<file path="src/rtl/rptr_handler.sv">
// Read-side pointer handler for an asynchronous FIFO (read clock domain).
// Keeps the binary and Gray read pointers and the memory read address.
// Produces registered empty, almost-empty, occupancy and a sticky underflow
// flag from the write pointer, which arrives already synchronised as Gray code.
module rptr_handler #(
  parameter int PTR_SIZE = 8,
  parameter int AE_LEVEL = 2
) (
  input  logic                r_clk,
  input  logic                rrst,
  input  logic                r_en,
  input  logic [PTR_SIZE:0]   g_wptr_sync,
  input  logic                underflow_clr,
  output logic [PTR_SIZE:0]   b_rptr,
  output logic [PTR_SIZE:0]   g_rptr,
  output logic [PTR_SIZE-1:0] r_addr,
  output logic                empty,
  output logic                almost_empty,
  output logic [PTR_SIZE:0]   r_count,
  output logic                underflow
);

  localparam logic [PTR_SIZE:0] AE_THRESH = (PTR_SIZE+1)'(AE_LEVEL);

  logic [PTR_SIZE:0] b_rptr_q, b_rptr_d;
  logic [PTR_SIZE:0] g_rptr_q, g_rptr_d;
  logic [PTR_SIZE:0] r_count_q, r_count_d;
  logic              empty_q, empty_d;
  logic              almost_empty_q, almost_empty_d;
  logic              underflow_q, underflow_d;
  logic              rd_ok;
  logic [PTR_SIZE:0] b_wptr_sync;

  // Gray-to-binary conversion of the synchronised write pointer: each binary
  // bit is the XOR of all Gray bits from the MSB down to that position.
  assign b_wptr_sync[PTR_SIZE] = g_wptr_sync[PTR_SIZE];
  generate
    for (genvar gi = PTR_SIZE - 1; gi >= 0; gi--) begin : g_gray2bin
      assign b_wptr_sync[gi] = b_wptr_sync[gi+1] ^ g_wptr_sync[gi];
    end
  endgenerate

  // Next-state logic; all flags derive from the next pointer so they carry no extra lag.
  always_comb begin
    rd_ok          = r_en & ~empty_q;
    b_rptr_d       = b_rptr_q + {{PTR_SIZE{1'b0}}, rd_ok};
    g_rptr_d       = (b_rptr_d >> 1) ^ b_rptr_d;
    empty_d        = (g_rptr_d == g_wptr_sync);
    r_count_d      = b_wptr_sync - b_rptr_d;
    almost_empty_d = (r_count_d <= AE_THRESH);
    // Setting has priority over clearing in the same cycle.
    underflow_d    = (r_en & empty_q) | (underflow_q & ~underflow_clr);
  end

  // State registers with synchronous reset to the empty FIFO state.
  always_ff @(posedge r_clk) begin
    if (rrst) begin
      b_rptr_q       <= '0;
      g_rptr_q       <= '0;
      r_count_q      <= '0;
      empty_q        <= 1'b1;
      almost_empty_q <= 1'b1;
      underflow_q    <= 1'b0;
    end else begin
      b_rptr_q       <= b_rptr_d;
      g_rptr_q       <= g_rptr_d;
      r_count_q      <= r_count_d;
      empty_q        <= empty_d;
      almost_empty_q <= almost_empty_d;
      underflow_q    <= underflow_d;
    end
  end

  assign b_rptr       = b_rptr_q;
  assign g_rptr       = g_rptr_q;
  assign r_addr       = b_rptr_q[PTR_SIZE-1:0];
  assign empty        = empty_q;
  assign almost_empty = almost_empty_q;
  assign r_count      = r_count_q;
  assign underflow    = underflow_q;

endmodule

</file>
<file path="config.mk">
export PLATFORM = sky130hd
export DESIGN_NAME = rptr_handler
export DESIGN_NICKNAME = d
export VERILOG_FILES = /design/src/rtl/rptr_handler.sv
export SDC_FILE = /design/constraint.sdc
export NUM_CORES = 1
export LEC_CHECK = 0
export ABC_AREA = 1
export BUFFER_PORTS_ARGS = -buffer_cell sky130_fd_sc_hd__buf_2
export CAP_MARGIN = 20
export CELL_PAD_IN_SITES_DETAIL_PLACEMENT = 0
export CELL_PAD_IN_SITES_GLOBAL_PLACEMENT = 2
export CORE_ASPECT_RATIO = 1.5
export CORE_MARGIN = 4
export CORE_UTILIZATION = 26
export DETAILED_ROUTE_END_ITERATION = 8
export PLACE_DENSITY = 0.78
export SYNTH_ARGS = -nofsm -noshare
export SYNTH_HDL_FRONTEND = slang
export SYNTH_SLANG_ARGS = --single-unit
</file>
<file path="constraint.sdc">
create_clock -name r_clk -period 3.2 [get_ports r_clk]
set_clock_uncertainty 0.05 [all_clocks]
set_input_delay 0.64 -clock r_clk [delete_from_list [all_inputs] [get_ports r_clk]]
set_output_delay 0.64 -clock r_clk [all_outputs]
set_load 0.01 [all_outputs]
</file>
==> results.md <==
- Pre-CTS setup slack: -0.160 ns
- Ratio of cells with drive above 1 in the final layout: 39.7%
- Leakage: 1.34 nW
- GPL Wtd Cong: 0.792
- Status: finished, final reports clean
- Non-filler cells, final: 430
- Die Wd: 78.2 um
- Initial Util: 26.6%
- Count of final max-slew check failures: 0
- Cts hold-fix bufs: 0
- Final setup viols: 0
- Core area: 7230 um2
- Fmax: 0.331 GHz
- Setup crit end kind: flip-flop
- Clk Latency, worst-skew pair: 0.28 ns
- Worst r2r dst: almost_empty$_SDFF_PP1_
- H-tree depth: 2
- Synth Register Bits: 29
- Crit path time final: 3.02 ns
- Largest net degree at the start of global routing: 21
- Hold EP: underflow$_SDFF_PP0_
- Clk sink count: 29
- Final Hold Vio Count: 0
- Antenna-violating nets left: 0
- FP Rows: 38
- Hold WC Path Type: flip-flop to flip-flop
- Final WL: 4.80 mm
- Final instance area: 2580 um2
- I/O Buffers: 50
- Synth Flop Type: dfxtp_1
- CTS tree: done
- EDFF count, synth: 0
- Root buf cell: clkbuf_8
- Post-route DRC: 0
- Chip height: 113 um
- Fin nets: 354
- Dpl hpwl: 3.93 mm
- Syn nets: 291
- Area Growth Syn to Fin: 34.3%
- Grt ovf: 0
- Distinct cells, synth: 26
- HP Start: underflow$_SDFF_PP0_
- Synthesis warning total: 0
- First-pass GRT wire length: 8.07 mm
- Most common cell after layout, fill and taps aside: nand2_1
- Top Ports: 51
- Clock transition at path regs: 0.06 ns
- Most frequent cells in the layout: 55 x nand2_1, 50 x buf_2, 30 x inv_1, 29 x dfxtp_1, 25 x nor2_1
- CTS max path bufs: 2
- Final core occ: 35.7%
- Setup slack after layout: 0.177 ns
- CP Class: primary input to flip-flop
- CP Launch Type: primary input
- Critical path arrival: 3.16 ns
- Async S/R FF share, synth: 0%
- Peak VDD IR: 0.142 mV
- Die area: 8850 um2
- Mapped Cells: 267
- Router iterations before antenna repair: 4
- Initial antenna violation count: 0
- Hold Path Cell Cnt: 2
- FF-to-FF path depth: 15
- Worst-path fanout max: 4
- Worst slew pin tran: 0.374 ns
- Slew headroom: 75.0%
- Setup TNS: 0 ns
- DRT iter0 DRCs: 82
- Vias in the first global route: 1809
- Mapped Area: 1920 um2
- Max cap viols: 0
- Design Power: 1.01 mW
- Average routed wire per standard cell: 11.2 um
- Synthesized area per cell: 7.19 um2
- Total GRT Usage: 11.8%
- Final period util: 94.5%
- Dpl cell area: 2340 um2
- Sequential share of the synthesized area: 30.2%
- CTS Buf Count: 5
- Drt via density: 4.19
- Placed cells: 422
- R2r startpoint: empty$_SDFF_PP1_
- Vias post-DR: 1801
- Worst hold slack: 0.416 ns
- Worst Path Required: 3.33 ns
- Pwr dens: 391 nW/um2
- ANT cells: 0
- R2r setup slk: 0.64 ns
==> area by class of cell <==
class                   instances  area [um2]
clock buffers                   7        86.3
fillers                       825        4650
inverters                      35         134
multi-input cells             190        1260
flip-flops and latches         29         581
well taps                     100         125
repair buffers                 69         393
==> worst max path at each step <==
| stage | startpoint | to | slack, ns | cells after the start |
|---|---|---|---|---|
| after floorplan | g_wptr_sync[7] | almost_empty$_SDFF_PP1_ | 0.21 | 25 |
| after global routing | g_wptr_sync[7] | almost_empty$_SDFF_PP1_ | -0.03 | 24 |
| final | g_wptr_sync[7] | almost_empty$_SDFF_PP1_ | 0.18 | 26 |
| after detailed placement | g_wptr_sync[7] | almost_empty$_SDFF_PP1_ | -0.16 | 26 |
| after CTS | g_wptr_sync[7] | almost_empty$_SDFF_PP1_ | 0.13 | 26 |
| after global placement | g_wptr_sync[7] | almost_empty$_SDFF_PP1_ | -0.15 | 26 |
==> Yosys cell counts, types with 2 or more instances <==
master    count  area [um2]
a21oi_1      13        65.1
buf_4        10        75.1
clkbuf_1      2        7.51
dfxtp_1      29         581
ha_1         10         125
inv_1        33         124
inv_2         2        7.51
nand2_1      62         233
nand2_2      14        87.6
nand3_1      27         135
nand3_2       8        80.1
nand4_1       4        25.0
nor2_1       25        93.8
nor2_2        2        12.5
nor2_4        3        33.8
xnor2_1       5        43.8
xor2_1        7        61.3
xor2_2        3        48.8
==> logic make-up (layout without fill, tap and decap cells) <==
group           Yosys count  count (layout)  synth area share [%]
fa+ha+maj                11              11                  7.56
buf+inv                  48             111                  11.4
flops                    29              29                  30.2
simple gates            147             147                  37.3
compound gates           16              16                  4.63
xor+xnor                 16              16                  8.86
==> where the power goes <==
group	switching (mW)	internal, mW	leakage (nW)
sequential	0.00743	0.388	0.237
combinational	0.173	0.135	1.06
clock	0.136	0.170	0.0443
==> state kept, by name (all words and copies together) (netlist names) <==
| name | cells |
|---|---|
| almost_empty | 1 |
| b_rptr | 9 |
| empty | 1 |
| g_rptr | 8 |
| r_count | 9 |
| underflow | 1 |
==> worst max-delay path, stage by stage <==
cell     delay [ns]
buf_2          0.14
inv_4          0.08
nand2_4        0.05
nand3_4        0.10
nand2_4        0.07
nand2_2        0.08
nand3_4        0.09
nand2_4        0.09
nand2_4        0.06
nand3_4        0.09
nand2_4        0.06
nand2_2        0.07
nand3_2        0.06
nand2_1        0.08
ha_2           0.18
inv_2          0.05
fa_2           0.39
nand3_2        0.07
nand2_2        0.07
nand2_1        0.06
nand2_1        0.07
a21oi_2        0.14
xor2_1         0.15
nand2_1        0.10
nand3_2        0.07
nor2_2         0.03
==> layer usage <==
metal | vias to the layer above | wire, um | part of all wire (%) | track usage, %
met5 | - | 0 | 0 | 0
met4 | 0 | 148 | 3.1 | 6.65
met3 | 8 | 200 | 4.2 | 2.95
met2 | 32 | 2640 | 55 | 21.9
met1 | 804 | 1810 | 38 | 11.9
li1 | 957 | - | - | -
==> what timing repair did <==
action	4_1_cts	5_1_grt
setup endpoints to repair	0	4
gates resized for setup	0	33
buffers inserted	0	1
Note: power is estimated with default switching activity, not from simulation.
